File: config.mk
export PLATFORM = sky130hd
export DESIGN_NAME = nes_controller_reader
export DESIGN_NICKNAME = d
export VERILOG_FILES = /design/src/rtl/nes_controller_reader_pkg.sv /design/src/rtl/nes_controller_reader_sync_2ff.sv /design/src/rtl/nes_controller_reader.sv
export SDC_FILE = /design/constraint.sdc
export NUM_CORES = 1
export LEC_CHECK = 0
export CORE_MARGIN = 2
export CORE_UTILIZATION = 64
export CTS_CLUSTER_SIZE = 12
export DETAILED_ROUTE_END_ITERATION = 8
export PLACE_DENSITY = 0.86
export SYNTH_ARGS = -nofsm -noshare
export SYNTH_HDL_FRONTEND = slang
export SYNTH_SLANG_ARGS = --single-unit
File: constraint.sdc
create_clock -name clk -period 3.4 [get_ports clk]
set_clock_uncertainty 0.05 [all_clocks]
set_input_delay 0.68 -clock clk [delete_from_list [all_inputs] [get_ports clk]]
set_output_delay 0.68 -clock clk [all_outputs]
set_load 0.01 [all_outputs]
File: src/rtl/nes_controller_reader_pkg.sv
// ---------------------------------------------------------------------------
// nes_pkg
// Shared definitions for the NES controller reader.
//   - nesState_t : FSM state encoding used by nes_controller_reader
//   - BTN_*      : bit position of every button inside the 8-bit buttons word
//   - DEFAULT_*  : default timing for a 50 MHz system clock
//   - frameCycles: number of clk cycles one complete frame occupies
// ---------------------------------------------------------------------------
package nes_pkg;

   // 6 us half-phase and 60 Hz frame rate at 50 MHz
   localparam int DEFAULT_HALF_CYCLES = 300;
   localparam int DEFAULT_POLL_CYCLES = 833333;

   localparam int NUM_BUTTONS = 8;
   // The latch delivers the first bit, each clock pulse delivers one more
   localparam int NUM_PULSES  = NUM_BUTTONS - 1;

   // Button bit positions, in the order the controller shifts them out
   localparam int BTN_A      = 7;
   localparam int BTN_B      = 6;
   localparam int BTN_SELECT = 5;
   localparam int BTN_START  = 4;
   localparam int BTN_UP     = 3;
   localparam int BTN_DOWN   = 2;
   localparam int BTN_LEFT   = 1;
   localparam int BTN_RIGHT  = 0;

   typedef enum logic [2:0] {
      IDLE     = 3'd0,
      LATCH    = 3'd1,
      PULSE_HI = 3'd2,
      PULSE_LO = 3'd3,
      DONE     = 3'd4
   } nesState_t;

   // Latch (two half-phases) + seven pulses (two half-phases each) + DONE
   function automatic int frameCycles(input int halfCycles);
      return (2 + 2 * NUM_PULSES) * halfCycles + 1;
   endfunction

endpackage

File: src/rtl/nes_controller_reader_sync_2ff.sv
// ---------------------------------------------------------------------------
// sync_2ff
// Two-flop synchronizer bringing an asynchronous single-bit signal into the
// clk domain. Both flops reset to RESET_VALUE so the output does not glitch
// away from the idle level of the incoming line while reset is applied.
//
// Ports
//   clk     : destination clock
//   reset   : asynchronous, active-low reset
//   i_async : asynchronous input
//   o_sync  : synchronized output (two clk cycles of latency)
// ---------------------------------------------------------------------------
module sync_2ff #(
   parameter logic RESET_VALUE = 1'b1
) (
   input  logic clk,
   input  logic reset,
   input  logic i_async,
   output logic o_sync
);

   logic r_meta;
   logic r_sync;

   // First flop may go metastable; the second gives it a full cycle to settle
   always_ff @(posedge clk or negedge reset) begin
      if (!reset) begin
         r_meta <= RESET_VALUE;
         r_sync <= RESET_VALUE;
      end else begin
         r_meta <= i_async;
         r_sync <= r_meta;
      end
   end

   assign o_sync = r_sync;

endmodule

File: src/rtl/nes_controller_reader.sv
// ---------------------------------------------------------------------------
// nes_controller_reader
// Periodically polls an NES controller over its latch / clock / data lines
// and publishes the eight button states.
//
// A frame starts whenever the free-running poll counter is at zero and the
// FSM is idle. The latch is held for two half-phases, then seven clock
// pulses follow. The data line is sampled at the end of the latch (A) and
// at the end of every pulse-high phase (B .. Right); the line is active-low
// so the collected word is inverted before it is published.
//
// Parameters
//   HALF_CYCLES : clk cycles per latch/pulse half-phase
//   POLL_CYCLES : clk cycles between frame starts (must leave room for a
//                 whole frame plus one idle cycle)
//
// Ports
//   clk           : system clock, the only clock
//   reset         : asynchronous, active-low reset
//   NESinputData  : serial data from the controller (active-low, async)
//   latch         : controller latch strobe
//   pulse         : controller clock strobe
//   buttons       : pressed = 1; bit7 A .. bit0 Right
//   buttons_valid : one-cycle strobe when buttons is written
//   busy          : high while a frame is in progress
//
// Build option
//   NES_DEBOUNCE_EN : when defined, a frame result is only published if it
//                     equals the raw result of the previous frame.
// ---------------------------------------------------------------------------
module nes_controller_reader
   import nes_pkg::*;
#(
   parameter int HALF_CYCLES = DEFAULT_HALF_CYCLES,
   parameter int POLL_CYCLES = DEFAULT_POLL_CYCLES
) (
   input  logic       clk,
   input  logic       reset,
   input  logic       NESinputData,
   output logic       latch,
   output logic       pulse,
   output logic [7:0] buttons,
   output logic       buttons_valid,
   output logic       busy
);

   localparam int TIMER_W = $clog2(2 * HALF_CYCLES);
   localparam int POLL_W  = $clog2(POLL_CYCLES);

   localparam logic [TIMER_W-1:0] LATCH_LAST = TIMER_W'(2 * HALF_CYCLES - 1);
   localparam logic [TIMER_W-1:0] HALF_LAST  = TIMER_W'(HALF_CYCLES - 1);
   localparam logic [POLL_W-1:0]  POLL_LAST  = POLL_W'(POLL_CYCLES - 1);
   localparam logic [2:0]         PULSE_LAST = 3'(NUM_PULSES - 1);

   // Reject timings where a frame could not finish before the next poll
   if (HALF_CYCLES < 1) begin : g_badHalf
      $error("nes_controller_reader: HALF_CYCLES must be at least 1");
   end
   if (POLL_CYCLES < frameCycles(HALF_CYCLES) + 1) begin : g_badPoll
      $error("nes_controller_reader: POLL_CYCLES must be >= 16*HALF_CYCLES+2");
   end

   nesState_t          r_state;
   nesState_t          w_nextState;
   logic [TIMER_W-1:0] r_timer;
   logic [POLL_W-1:0]  r_pollCount;
   logic [2:0]         r_pulseCount;
   logic [7:0]         r_shift;
   logic [7:0]         r_buttons;
   logic               r_valid;

   logic               w_dataSync;
   logic               w_latchDone;
   logic               w_hiDone;
   logic               w_loDone;
   logic               w_frameEnd;
   logic               w_sample;
   logic               w_commit;
   logic [7:0]         w_result;

   // The controller line idles high, so the synchronizer resets to 1
   sync_2ff #(
      .RESET_VALUE (1'b1)
   ) u_sync (
      .clk     (clk),
      .reset   (reset),
      .i_async (NESinputData),
      .o_sync  (w_dataSync)
   );

   // Poll counter runs regardless of the FSM so frame starts stay periodic
   always_ff @(posedge clk or negedge reset) begin
      if (!reset) begin
         r_pollCount <= '0;
      end else if (r_pollCount == POLL_LAST) begin
         r_pollCount <= '0;
      end else begin
         r_pollCount <= r_pollCount + POLL_W'(1);
      end
   end

   // End-of-phase markers shared by the FSM and the datapath
   assign w_latchDone = (r_state == LATCH)    && (r_timer == LATCH_LAST);
   assign w_hiDone    = (r_state == PULSE_HI) && (r_timer == HALF_LAST);
   assign w_loDone    = (r_state == PULSE_LO) && (r_timer == HALF_LAST);
   assign w_frameEnd  = w_loDone && (r_pulseCount == PULSE_LAST);
   assign w_sample    = w_latchDone || w_hiDone;

   // FSM state register
   always_ff @(posedge clk or negedge reset) begin
      if (!reset) begin
         r_state <= IDLE;
      end else begin
         r_state <= w_nextState;
      end
   end

   // FSM next-state logic
   always_comb begin
      w_nextState = r_state;
      case (r_state)
         IDLE: begin
            if (r_pollCount == '0) begin
               w_nextState = LATCH;
            end
         end
         LATCH: begin
            if (w_latchDone) begin
               w_nextState = PULSE_HI;
            end
         end
         PULSE_HI: begin
            if (w_hiDone) begin
               w_nextState = PULSE_LO;
            end
         end
         PULSE_LO: begin
            if (w_frameEnd) begin
               w_nextState = DONE;
            end else if (w_loDone) begin
               w_nextState = PULSE_HI;
            end
         end
         DONE: begin
            w_nextState = IDLE;
         end
         default: begin
            w_nextState = IDLE;
         end
      endcase
   end

   // FSM outputs are decoded from the state alone, so latch and pulse can
   // never overlap and all three drop the moment reset asserts
   always_comb begin
      latch = 1'b0;
      pulse = 1'b0;
      busy  = 1'b0;
      case (r_state)
         IDLE:     busy = 1'b0;
         LATCH:    begin latch = 1'b1; busy = 1'b1; end
         PULSE_HI: begin pulse = 1'b1; busy = 1'b1; end
         PULSE_LO: busy = 1'b1;
         DONE:     busy = 1'b1;
         default:  busy = 1'b0;
      endcase
   end

   // Phase timer restarts on every state change and rests at 0 when idle
   always_ff @(posedge clk or negedge reset) begin
      if (!reset) begin
         r_timer <= '0;
      end else if ((r_state == IDLE) || (w_nextState != r_state)) begin
         r_timer <= '0;
      end else begin
         r_timer <= r_timer + TIMER_W'(1);
      end
   end

   // Counts completed pulse-low phases to know when the seventh one ends
   always_ff @(posedge clk or negedge reset) begin
      if (!reset) begin
         r_pulseCount <= '0;
      end else if (r_state == IDLE) begin
         r_pulseCount <= '0;
      end else if (w_loDone) begin
         r_pulseCount <= r_pulseCount + 3'd1;
      end
   end

   // A arrives first, so shifting left leaves it in bit 7 after eight samples
   always_ff @(posedge clk or negedge reset) begin
      if (!reset) begin
         r_shift <= 8'hFF;
      end else if (w_sample) begin
         r_shift <= {r_shift[6:0], w_dataSync};
      end
   end

   assign w_result = ~r_shift;

`ifdef NES_DEBOUNCE_EN
   logic [7:0] r_prevRaw;

   // Remember every raw frame result, published or not, for the next compare
   always_ff @(posedge clk or negedge reset) begin
      if (!reset) begin
         r_prevRaw <= 8'h00;
      end else if (w_frameEnd) begin
         r_prevRaw <= w_result;
      end
   end

   assign w_commit = w_frameEnd && (w_result == r_prevRaw);
`else
   assign w_commit = w_frameEnd;
`endif

   // Written on entry to DONE so buttons and the strobe appear together
   // during the single DONE cycle
   always_ff @(posedge clk or negedge reset) begin
      if (!reset) begin
         r_buttons <= 8'h00;
         r_valid   <= 1'b0;
      end else begin
         r_valid <= w_commit;
         if (w_commit) begin
            r_buttons <= w_result;
         end
      end
   end

   assign buttons       = r_buttons;
   assign buttons_valid = r_valid;

endmodule

# Yosys cells after proc, flatten, opt, wreduce, memory -nomap -nowiden

Cells that the tools add are included.

Add/subtract/negate cells: 3
Equal/unequal tests: 9
Multiplexer cells: 13
Bitwise gates (word level): 1
Reduce and logical (&&, ||, !) cells: 10

Operators with widths:

| operator              | count |
|---|---|
| $mux 3                | 7 |
| $add 20x1->20 const B | 1 |
| $eq 20x20->1 const B  | 1 |
| $logic_not 20->1      | 1 |
| $mux 20               | 1 |
| $pmux 3 s4            | 1 |
| $add 10x1->10 const B | 1 |
| $eq 10x10->1 const B  | 1 |
| $eq 10x9->1 const B   | 1 |
| $mux 10               | 1 |
| $not 8->8             | 1 |
| $eq 3x2->1 const B    | 2 |
| $eq 3x3->1 const B    | 2 |
| $logic_and 1x1->1     | 4 |
| $reduce_or 4->1       | 1 |
| $add 3x1->3 const B   | 1 |
| $eq 3x1->1 const B    | 1 |
| $logic_not 3->1       | 1 |
| $mux 1                | 3 |
| $ne 3x3->1            | 1 |
| $logic_or 1x1->1      | 2 |
| $reduce_bool 2->1     | 1 |

Register bits after elaboration: 55
Input port bits: 3
Logic and storage cells: 45

# Depth between registers and ports, before layout

Word-level depth: 8
Gate-level depth with buffers: 8

# By module

A second synthesis with hierarchy kept.

Cell total of the unflattened synthesis: 253
Area, all modules: 2673.8 um2

By module, submodules not included:

| module                | instances | cells an instance | area each (um2) | seq. area each (um2) |
|---|---|---|---|---|
| nes_controller_reader | 1         | 251               | 2621.3          | 1336.3 |
| sync_2ff              | 1         | 2                 | 52.6            | 52.6 |

# Worst setup path before layout

Ideal clock, no wire load.

Path type: flip-flop to flip-flop
From: register r_timer[0]
To: register r_shift[0]
Library setup time: 0.082 ns
Data arrival time: 1.696 ns
Slack: 1.572 ns
Cell stages (with the launch flop): 8
Cells stage by stage: dfrtp_1 -> ha_1 -> buf_4 -> nand4b_1 -> nor4_1 -> nand2_1 -> nand2_2 -> mux2_2

Longest elaborated chain between the ends: 3
Elaborated cells on any way between the ends: 5

Ends and longest elaborated chain:

| what                                        | RTL line                                                   | source |
|---|---|---|
| from (decl)                                 | nes_controller_reader.sv:65                                | `logic [TIMER_W-1:0] r_timer;` |
| from (signal assigned)                      | nes_controller_reader.sv:176                               | `r_timer <= r_timer + TIMER_W'(1);` |
| $eq 10x10->1 or $eq 10x9->1 (tied branches) | nes_controller_reader.sv:103, nes_controller_reader.sv:104 |  |
| $logic_and 1x1->1, on equally long branches | nes_controller_reader.sv:103, nes_controller_reader.sv:104 |  |
| $logic_or 1x1->1 (*)                        | nes_controller_reader.sv:107                               | `assign w_sample = w_latchDone \|\| w_hiDone;` |
| to (signal assigned)                        | nes_controller_reader.sv:196                               | `r_shift <= {r_shift[6:0], w_dataSync};` |
| to (decl)                                   | nes_controller_reader.sv:68                                | `logic [7:0] r_shift;` |

Every way passes the cells marked *; elsewhere a longest branch is shown, timed or not.
A chain may end at the register's enable or synchronous reset.

# Worst setup path after layout

From: register r_state[0]
To: output port busy

Longest elaborated chain between the ends: 3
Elaborated cells on any way between the ends: 6

Ends and longest elaborated chain:

| what                               | RTL line                     | source |
|---|---|---|
| from (decl)                        | nes_controller_reader.sv:63  | `nesState_t r_state;` |
| from (signal assigned)             | nes_controller_reader.sv:114 | `r_state <= w_nextState;` |
| $eq 3x1->1 (tied with other cells) | nes_controller_reader.sv:159 | `case (r_state)` |
| $reduce_or 4->1 (no line) (*)      | --                           |  |
| $mux 1 (*)                         | nes_controller_reader.sv:159 |  |
| to (decl)                          | nes_controller_reader.sv:44  | `output logic busy` |

Marked as above.

==> metrics.md <==
| Metric | Value |
|---|---|
| Status | `complete, no violations` |
| Fin nets | `roughly 280` |
| CP max stage delay | `560 ps` |
| DP Cell Count | `311` |
| Input/output buffers | `14` |
| Pre-CTS WS | `1080 ps` |
| Yosys top cell area share | `around two fifths` |
| Post-route antenna net violation count | `0` |
| Finished layout cell area | `a little under 0.003 mm^2` |
| Highest-delay cell along the critical path | `clkdlybuf4s50_1` |
| Dominant cells by area after synthesis | `dfrtp_1 (41%), dfstp_2 (9.6%), xnor2_1 (5.1%)` |
| CORE AREA | `0.00406 mm^2` |
| Count leader, synth | `dfrtp_1` |
| RSZ-0062 raised after global routing | `no` |
| Initial antenna violation count | `0` |
| Min Tclk post-route | `2620 ps` |
| Resize count post-CTS | `0` |
| Critical Path End Type | `primary output` |
| Die W | `around 70 um` |
| DR WL/cell | `14.7 um` |
| Commonest cells in the netlist | `dfrtp_1 (45), nand2_1 (32), nor2_1 (31)` |
| Vias in the first global route | `1826` |
| Mapped Cells | `256` |
| CTS Buf Count | `5` |
| First drt pass iteration count | `4` |
| Final WL | `~4700 um` |
| Area growth from synthesis to layout | `7.96%` |
| Num rows | `23` |
| N_diodes | `0` |
| Setup-failing EPs final | `0` |
| Share of layout cells above drive strength 1 | `17.8%` |
| DIE HEIGHT | `around 69 um` |
| P per Cell Area | `358 mW/mm^2` |
| Max-cap viol count | `0` |
| Total power | `1.06 mW` |
| Register area share after synthesis | `50.8%` |
| Gr ovfl total | `0` |
| Non-filler instance count after layout | `between 300 and 400` |
| CTS tree | `done` |
| Hpwl dp | `3200 um` |
| H-tree Lvls | `2` |
| Crit share post-route | `between 70 and 80%` |
| First-pass GRT wire length | `8380 um` |
| Worst-margin pin slew | `about 1100 ps` |
| Synth warnings | `0` |
| Netlist cell types | `47` |
| Cell Area, Placed | `around 0.0028 mm^2` |
| Worst Path Required | `2670 ps` |
| CTS Hold Bufs | `0` |
| Area of the die | `0.00481 mm^2` |
| Worst-path cell chain | `nor2_1 -> xnor2_1 -> clkdlybuf4s50_1` |
| Post-synthesis cell area | `0.00273 mm^2` |
| VDD IR max | `0.307 mV` |
| Synth async-reset ratio | `between 90% and 100%` |
| Synth area leader | `dfrtp_1` |
| DRC violations left | `0` |
| Worst setup margin | `around 800 ps` |
| Drt initial violations | `211` |
| Worst path top cell family by delay | `buffers and inverters` |
| Max Freq | `approximately 0.38 GHz` |
| Initial core utilization | `67.4%` |
| Clock Latency Late Sink | `300 ps` |
| Relative slew slack | `between 20% and 30%` |
| Syn nets | `264` |
| Max FO, Critical Path | `11` |
| Number of synthesized flops with an enable pin | `0` |
| Most used flip-flop cell after synthesis | `dfrtp_1` |
| Static Leakage | `1.30 nW` |
| WP buf/inv | `1` |
| Crit start category | `register` |
| Register bit count reported by yosys | `55` |
| Final hold violations | `0` |
| Vias | `about 1800` |
| Reg2reg setup slack | `1080 ps` |
| Total track usage | `21.3%` |
| Largest net degree at the start of global routing | `52` |
| Final Slew Violations | `0` |
| Root Driver | `clkbuf_8` |
| Hold Crit Class | `reg -> reg` |
| Clock buffer depth | `2` |
| Final TNS setup | `0 ps` |
| Postcts setup bufs | `0` |
| Worst Path Arrival | `1890 ps` |
| CTS sink cnt | `55` |
| Number of top-level pins | `15` |
| Syn avg cell area | `10.7 um^2` |
| Clock Pin Slew Worst Setup and Hold Paths | `90 ps` |
| GPL Wtd Cong | `about 0.81` |
| Via density | `5.70` |
| Crit Path Category | `reg -> out` |
==> logic make-up after synthesis <==
family	count (synthesis)	synth area share, %
AND/OR/NAND/NOR	122	23.8
buffers and inverters	16	4.16
flip-flops	55	50.8
XOR/XNOR	24	7.69
multiplexers	9	3.66
adder cells (fa/ha/maj)	5	2.29
AO/OA/AOI/OAI	25	7.60
==> through the flow <==
stage | hold slack, ps | util [%]
finish | 310 | 72.7
global route | 314 | 72.7
CTS | 311 | 72.7
detailed placement | 297 | 70.2
global placement | 296 | 70.2
floorplan | 295 | -
==> placed cells by master, fill, tap and decap left out, drive strengths merged, types with 2 or more instances in the layout <==
cell | synthesis | final
and4 | 2 | 2
inv | 6 | 6
xnor2 | 16 | 16
nand2 | 35 | 35
clkdlybuf4s50 | 0 | 13
ha | 5 | 5
xor2 | 8 | 8
o21ai | 13 | 13
o2bb2ai | 2 | 2
nand2b | 4 | 4
nand3 | 11 | 11
mux2 | 8 | 8
nand4 | 11 | 11
dfstp | 10 | 10
nand3b | 2 | 2
nor4 | 5 | 5
and3 | 6 | 6
nor3 | 5 | 5
clkbuf | 4 | 7
a21oi | 4 | 4
buf | 6 | 2
nor2b | 2 | 2
nor2 | 31 | 31
dfrtp | 45 | 45
==> layer usage <==
layer / vias up / global-route usage, % / routed length (um) / share of wire [%]
met5: - / 0 / 0 / 0
met4: 0 / 5.45 / 13 / 0.28
met3: 2 / 4.36 / 181 / 3.9
met2: 46 / 34.7 / 2340 / 50
met1: 870 / 29.3 / 2160 / 46
li1: 901 / - / - / -
==> power breakdown <==
group	internal, mW	leakage [nW]	switching [mW]
Clock	0.186	0.0505	0.201
Sequential	0.656	0.703	0.000284
Combinational	0.00216	0.550	0.0120
==> worst reg2reg max path, delay by kind of cell (launching register included) <==
kind / cells / cell delay (ps)
adders and majority gates: 1 / 370
DFF: 1 / 390
muxes: 1 / 370
and+or+nand+nor: 4 / 1080
==> flip-flops by register name, indices dropped and copies added (netlist names) <==
register       flops
r_pollCount       20
r_state            3
r_shift            8
u_sync.o_sync      1
r_pulseCount       3
buttons_valid      1
buttons            8
r_timer           10
u_sync.r_meta      1
==> final cells by class <==
type                       count  area [um^2]
fill                         286         1110
multi-input combinational    185         1230
tap                           50         62.6
inverter                       6         22.5
clock buffer                   7         96.3
clock inverter                 1         7.51
sequential                    55         1390
timing repair buffer          15          143
==> path summary, 6_finish.rpt <==
check	startpoint	end	depth (start not counted)
min in group asynchronous	reset	r_timer[5]$_DFF_PN0_	1
max in group asynchronous	reset	r_shift[1]$_DFFE_PN1P_	2
max	r_state[0]$_DFF_PN0_	busy	3
min reg2reg	u_sync.r_meta$_DFF_PN1_	u_sync.o_sync$_DFF_PN1_	0
min	u_sync.r_meta$_DFF_PN1_	u_sync.o_sync$_DFF_PN1_	0
max reg2reg	r_timer[0]$_DFF_PN0_	r_shift[7]$_DFFE_PN1P_	6
No activity file was read; power rests on OpenSTA's default activity.
